`src/rtl/fire_detector_pkg.sv`:
```
// Shared types and constants for the fire detector and the extinguisher it feeds.
// The zone width matches the extinguisher's position bus.
package fire_detector_pkg;

  localparam int ZONE_W = 3;
  localparam int NZONES = 8;

  typedef enum logic [2:0] {
    ST_IDLE  = 3'd0,
    ST_REQ   = 3'd1,
    ST_SWEEP = 3'd2,
    ST_CHECK = 3'd3,
    ST_FAULT = 3'd4
  } state_t;

  // Lowest-numbered set bit wins, so zone 0 has the highest priority.
  function automatic logic [ZONE_W-1:0] lowest_set(input logic [NZONES-1:0] v);
    lowest_set = '0;
    for (int i = NZONES - 1; i >= 0; i--) begin
      if (v[i]) lowest_set = ZONE_W'(i);
    end
  endfunction

endpackage

```
`src/rtl/zone_debounce.sv`:
```
// Per-zone debounce: a saturating run-length counter of high samples.
// qual is registered and rises on the edge where the run reaches DEBOUNCE.
module zone_debounce #(
  parameter int DEBOUNCE = 4
) (
  input  logic clk,
  input  logic clr,
  input  logic in,
  output logic qual
);

  logic [3:0] cnt;
  logic [3:0] cnt_nx;

  always_comb begin
    cnt_nx = 4'd0;
    if (in) cnt_nx = (cnt == 4'hF) ? cnt : cnt + 4'd1;
  end

  always_ff @(posedge clk) begin
    if (clr) begin
      cnt  <= 4'd0;
      qual <= 1'b0;
    end else begin
      cnt  <= cnt_nx;
      qual <= (cnt_nx >= 4'(DEBOUNCE));
    end
  end

endmodule

```
`src/rtl/fire_detector.sv`:
```
// Zone fire detector: debounce, priority pick, extinguisher handshake and re-check.
// Define FIRE_DET_FAULT_EN to enable the REQ ack timeout, the retry limit and FAULT.
module fire_detector
  import fire_detector_pkg::*;
#(
  parameter int DEBOUNCE    = 4,
  parameter int MAX_RETRY   = 3,
  parameter int ACK_TIMEOUT = 32
) (
  input  logic              clk,
  input  logic              clr,
  input  logic [NZONES-1:0] sensor,
  input  logic              ext_active,
  output logic              enable,
  output logic [ZONE_W-1:0] zone,
  output logic              alarm,
  output logic              fault,
  output logic [7:0]        fires_handled
);

  logic [NZONES-1:0] qual;
  state_t            state, state_nx;
  logic [ZONE_W-1:0] zone_nx;
  logic [2:0]        retry, retry_nx;
  logic [7:0]        fires_nx;

  for (genvar gi = 0; gi < NZONES; gi++) begin : g_deb
    zone_debounce #(.DEBOUNCE(DEBOUNCE)) u_deb (
      .clk  (clk),
      .clr  (clr),
      .in   (sensor[gi]),
      .qual (qual[gi])
    );
  end

`ifdef FIRE_DET_FAULT_EN
  localparam int TMR_W = $clog2(ACK_TIMEOUT) + 1;
  logic [TMR_W-1:0] tmr;
  logic             ack_timeout;

  // tmr equals the number of completed REQ cycles spent waiting for ext_active.
  always_ff @(posedge clk) begin
    if (clr || state != ST_REQ || ext_active) tmr <= '0;
    else                                      tmr <= tmr + 1'b1;
  end

  assign ack_timeout = (tmr == TMR_W'(ACK_TIMEOUT - 1));
`endif

  always_comb begin
    state_nx = state;
    zone_nx  = zone;
    retry_nx = retry;
    fires_nx = fires_handled;
    case (state)
      ST_IDLE: begin
        if (|qual) begin
          state_nx = ST_REQ;
          zone_nx  = lowest_set(qual);
          retry_nx = 3'd0;
        end
      end
      ST_REQ: begin
        if (ext_active) state_nx = ST_SWEEP;
`ifdef FIRE_DET_FAULT_EN
        else if (ack_timeout) state_nx = ST_FAULT;
`endif
      end
      ST_SWEEP: begin
        if (!ext_active) state_nx = ST_CHECK;
      end
      ST_CHECK: begin
        if (!qual[zone]) begin
          state_nx = ST_IDLE;
          fires_nx = fires_handled + 8'd1;
        end
`ifdef FIRE_DET_FAULT_EN
        else if (retry == 3'(MAX_RETRY)) begin
          state_nx = ST_FAULT;
        end
`endif
        else begin
          state_nx = ST_REQ;
          retry_nx = retry + 3'd1;
        end
      end
      ST_FAULT: state_nx = ST_FAULT;
      default:  state_nx = ST_IDLE;
    endcase
  end

  // Outputs are registered from the next state so they line up with state.
  always_ff @(posedge clk) begin
    if (clr) begin
      state         <= ST_IDLE;
      zone          <= '0;
      retry         <= 3'd0;
      fires_handled <= 8'd0;
      enable        <= 1'b0;
      alarm         <= 1'b0;
    end else begin
      state         <= state_nx;
      zone          <= zone_nx;
      retry         <= retry_nx;
      fires_handled <= fires_nx;
      enable        <= (state_nx == ST_REQ);
      alarm         <= (state_nx != ST_IDLE);
    end
  end

`ifdef FIRE_DET_FAULT_EN
  always_ff @(posedge clk) begin
    if (clr) fault <= 1'b0;
    else     fault <= (state_nx == ST_FAULT);
  end
`else
  assign fault = 1'b0;
`endif

endmodule

```
`config.mk`:
```
export PLATFORM = sky130hd
export DESIGN_NAME = fire_detector
export DESIGN_NICKNAME = d
export VERILOG_FILES = /design/src/rtl/fire_detector_pkg.sv /design/src/rtl/zone_debounce.sv /design/src/rtl/fire_detector.sv
export SDC_FILE = /design/constraint.sdc
export NUM_CORES = 1
export LEC_CHECK = 0
export ABC_CLOCK_PERIOD_IN_PS = 4900
export BUFFER_PORTS_ARGS = -buffer_cell sky130_fd_sc_hd__clkbuf_2
export CAP_MARGIN = 0
export CORE_MARGIN = 2
export CORE_UTILIZATION = 60
export CTS_CLUSTER_DIAMETER = 150
export CTS_CLUSTER_SIZE = 14
export DETAILED_ROUTE_END_ITERATION = 8
export MAX_ROUTING_LAYER = met4
export PLACE_DENSITY_LB_ADDON = 0.2
export SETUP_SLACK_MARGIN = 0.15
export SYNTH_ARGS = -nofsm -noshare
export SYNTH_HDL_FRONTEND = slang
export SYNTH_SLANG_ARGS = --single-unit
```
`constraint.sdc`:
```
create_clock -name clk -period 4.9 [get_ports clk]
set_clock_uncertainty 0.2 [all_clocks]
set_input_delay 0.98 -clock clk [delete_from_list [all_inputs] [get_ports clk]]
set_output_delay 0.98 -clock clk [all_outputs]
set_load 0.01 [all_outputs]
```
* Word-level counts from Yosys, hierarchy flattened
Cells that the tools add are included.
Storage, ports and cells: flip-flop bits (word level) 56, bits of input ports 11, output and inout bits 14, logic and storage cells 89
Operators by class: add/subtract/negate cells 9, $lt $le $gt $ge 9, equal/unequal tests 13, mux-type cells 31, bitwise logic cells 1, reductions and logical operators 5
Operators by type and width (count):
- $mux W4 | 16
- $mux W3 | 11
- $add A4 B1 Y4 const B | 8
- $eq A4 B4 Y1 const B | 8
- $ge A4 B3 Y1 const B | 8
- $pmux W3 S5 | 1
- $add A8 B1 Y8 const B | 1
- $reduce_or A8 Y1 | 1
- $eq A3 B1 Y1 const B | 2
- $eq A3 B2 Y1 const B | 2
- $lt A3 B4 Y1 const B | 1
- $reduce_and A2 Y1 | 2
- $bmux W1 S3 | 1
- $eq A3 B3 Y1 const B | 1
- $logic_not A3 Y1 | 1
- $reduce_bool A3 Y1 | 1
- $mux W1 | 2
- $not A1 Y1 | 1

* Depth between registers and ports, before layout
depth in word-level cells 8, mapped depth 6, mapped depth without buffers 5

* Modules after synthesis
Synthesis repeated with hierarchy kept, for this count alone.
Second synthesis, totals: cells, all modules 303, area total of the unflattened synthesis 2871.5 um^2
By module, submodules not included:
- zone_debounce | instances 8, cells each 24, area each 237.7 um^2, seq. area each 100.1 um^2
- fire_detector | instances 1, cells each 111, area each 969.7 um^2, seq. area each 320.3 um^2

* Worst setup path after synthesis
No wires, ideal clock.
kind register to register, start point reg zone[0], end point reg fires_handled[5], library setup time 0.128 ns, arrival time 1.865 ns, data required time 4.572 ns, setup slack 2.707 ns, stages on the path, launching flop included 6, buffers on the path 0, clock period less this slack 2.193 ns, cells stage by stage dfxtp_1 mux2_2 mux4_2 nor4_1 xnor2_1 nor2_1
On the way: longest elaborated chain between the ends 4
Ends and longest elaborated chain:
- start: declaration | line fire_detector.sv:15 | output logic [ZONE_W-1:0] zone,
- start signal: assignment | line fire_detector.sv:103 | zone <= zone_nx;
- $bmux W1 S3 | line fire_detector.sv:73 | if (!qual[zone]) begin
- $mux W1 (implied by the code) | line fire_detector.sv:73
- $not A1 Y1 (no source line)
- $reduce_and A2 Y1 (no source line)
- end signal: assignment | line fire_detector.sv:105 | fires_handled <= fires_nx;
- end: declaration | line fire_detector.sv:18 | output logic [7:0] fires_handled
Every way passes these cells. The select of a mux whose other input is x is not followed. A chain may end at the register's enable or synchronous reset.

* Worst setup path in the final report
start point reg zone[0], end point reg fires_handled[6]
The elaborated chain is that of the path after synthesis.

==> qor.yml <==
cells_and_area:
  layout_commonest_cell: "dfxtp_1"
  n_antenna_cell: 0
  final_cell_count_no_fill: 337
  nets: 308
  drive_gt1_share_pct: 14.5
  area_delta_synth_final_pct: 11.1
  fill_cells: 315
  layout_common_cells: "56 x dfxtp_1, 48 x nor2_1, 23 x clkbuf_2"
synthesis:
  synth.largest_area_cell: "dfxtp_1"
  synth_flop_cell: "dfxtp_1"
  synth-async-reset-ratio_pct: 0
  syn-num-nets: 282
  synth_compound_area_share_pct: 7.43
  synthMuxAreaShare_pct: 6.64
  synth_top_family_by_area: "simple AND/OR/NAND/NOR gates"
  seq_area_frac_synth_pct: 47.2
  yosys.cell_types.count: 35
  synth_seq_cells: 56
  synthSimpleGateAreaFrac_pct: 27.7
  synthXorXnorAreaFrac_pct: 5.16
  syn_area_per_cell_sq_um: 9.06
  synthAdderAreaFrac_pct: 4.74
  synth_warnings: 0
  synth_top_cell_area_share_pct: 47.2
  syn_area_sq_um: 2370
  ys_top_cells_by_area: "dfxtp_1 47%, nor2_1 7.6%, xnor2_1 4.8%"
  syn_inst: 262
  synth-edff-count: 0
global_route:
  grt_first_pass_wirelength_mm: 6.92
  grt_max_degree: 25
  gr-usage-all-layers_pct: 20.7
  grt_pass1_vias: 1659
  antenna_found_initial: 0
  overflow: 0
route:
  routed.top_layer: "met4"
  drc: 0
  drt-total-wl_mm: 3.88
  wl_per_cell_um: 11.5
  drt-pass1-iter-count: 4
  wl_met2_mm: 1.79
  via_count: 1811
  drtIter0Drc: 68
  wl_met1_mm: 1.91
  met3_length_um: 127
  routed_via_density: 5.37
  ant_nets: 0
sta:
  fin_crit_sh_pct: 46.7
  fin_crit_ns: 2.29
  worstMarginPinSlew_ns: 0.549
  fmax_mhz: 437
  layout_setup_ws_ns: 2.61
  drv_slew: 0
  setup_viol: 0
  whs_ns: 0.322
  slew_headroom_pct: 63.0
  rsz0062_at_grt: "false"
  setup-tns-final_ns: 0
  hold_violations: 0
clock_tree:
  clock_path_buffers: 2
  cts_max_level: 2
  cts_root_buf: "clkbuf_8"
  cts_tree: "done"
  cts_hold_buf: 0
  numCtsBuffers: 5
  insertion_delay_ns: 0.30
  clk_pin_slew_ns: 0.09
  cts_repair_resize_count: 0
  cts_setup_buffers: 0
  clock-sinks: 56
worst_setup_path:
  worstPathArrival_ns: 2.27
  slowest_delay_ns: 0.56
  cp_num_buf_inv: 0
  crit_family: "multiplexers"
  cp_data_required_time_ns: 4.88
  crit_path_end_kind: "register"
  regToRegEndpoint: "fires_handled[6]"
  slowest_stage: "mux4_2"
  startpoint_type: "register"
  crit_type: "register to register"
  reg2reg_depth: 5
  critPathMaxFanout: 10
  path_cells: "mux2_2, mux4_2, nor4_1, xnor2_1, nor2_1"
  cp_num_cells: 5
  r2r_setup_slack_ns: 2.61
  r2r-start: "zone[0]"
place:
  place_inst: 329
  place_congestion: 0.779
  post-dp-hpwl_mm: 2.78
  portBuffers: 23
  dp_worst_setup_slack_ns: 2.55
floorplanning:
  die_w_um: 66.9
  start_util_pct: 63.4
  die_h_um: 66.9
  dieArea_sq_um: 4480
  rows: 22
  pin_count: 25
  core_region_area_sq_um: 3740
hold_path:
  holdPathStages: 1
  hp-class: "register to register"
  hold_end: "g_deb[2].u_deb.cnt[3]"
  min_from: "g_deb[2].u_deb.cnt[3]"
pwr:
  power.total_uw: 797
  power_density_nw_per_um2: 302
  leakagePower_uw: 0.00110
  peakVddDrop_uv: 198
job:
  drv_cap: 0
status:
  outcome: "completed"
state kept, by name, indices dropped and copies added, names as in the netlist:
register and count:
fires_handled 8, zone 3, state 3, enable 1, alarm 1, g_deb.u_deb.cnt 32
g_deb.u_deb.qual 8
where the power goes:
group,internal [uW],switching (uW),total [uW]
Clock,152,140,292
Combinational,15.7,17.6,33.3
Sequential,463,8.73,472
Total,630,166,797
final cells by class:
class	instances	area, sq um	area share [%]
clock buffer	6	72.6	2.75
timing repair buffer	23	115	4.36
sequential	56	1120	42.5
tap	48	60.1	2.28
clock inverter	2	35.0	1.33
multi-input combinational	201	1230	46.7
inverter	1	3.75	0.142
cell usage after synthesis (2+ instances only):
cell,instances
nor3b_1,6
nor2_1,48
nor2b_1,3
nand2b_1,9
dfxtp_1,56
ha_1,9
nand2_1,16
a31oi_1,8
nor4_1,3
mux2i_1,9
o21ai_0,4
mux2_2,3
nand3_1,16
or2_2,8
or4_1,2
a211oi_1,4
xnor2_1,13
nor4b_1,2
nor3_1,19
a21oi_1,7
clkbuf_1,3
cells by family after synthesis:
logic type                 Yosys count
adders and majority gates            9
buffers and inverters                5
other                                1
xor gates and xnor gates            14
and+or+nand+nor                    135
muxes                               14
AOI/OAI and AO/OA                   28
DFF                                 56
worst max-delay path by stage:
stage	end	startpoint	slack (ns)
final	fires_handled[6]	zone[0]	2.61
after global routing	fires_handled[7]	zone[0]	2.47
after CTS	fires_handled[6]	zone[0]	2.59
after detailed placement	g_deb[1].u_deb.qual	clr	2.55
after global placement	g_deb[1].u_deb.qual	clr	2.58
after floorplan	fires_handled[5]	zone[0]	2.71
routing by layer:
metal  vias to the layer above  track usage (%)
met3                         5             4.05
met5                         -                -
met1                       799             23.6
met4                         0             7.65
li1                        975                -
met2                        32             35.9
stage by stage:
step	utilization [%]	area, sq um
finish	70.5	2640
global route	70.5	2640
detailed placement	67.6	2530
floorplan	-	2370
CTS	70.5	2640
global placement	67.6	2530
Note: power is estimated with default switching activity, not from simulation.
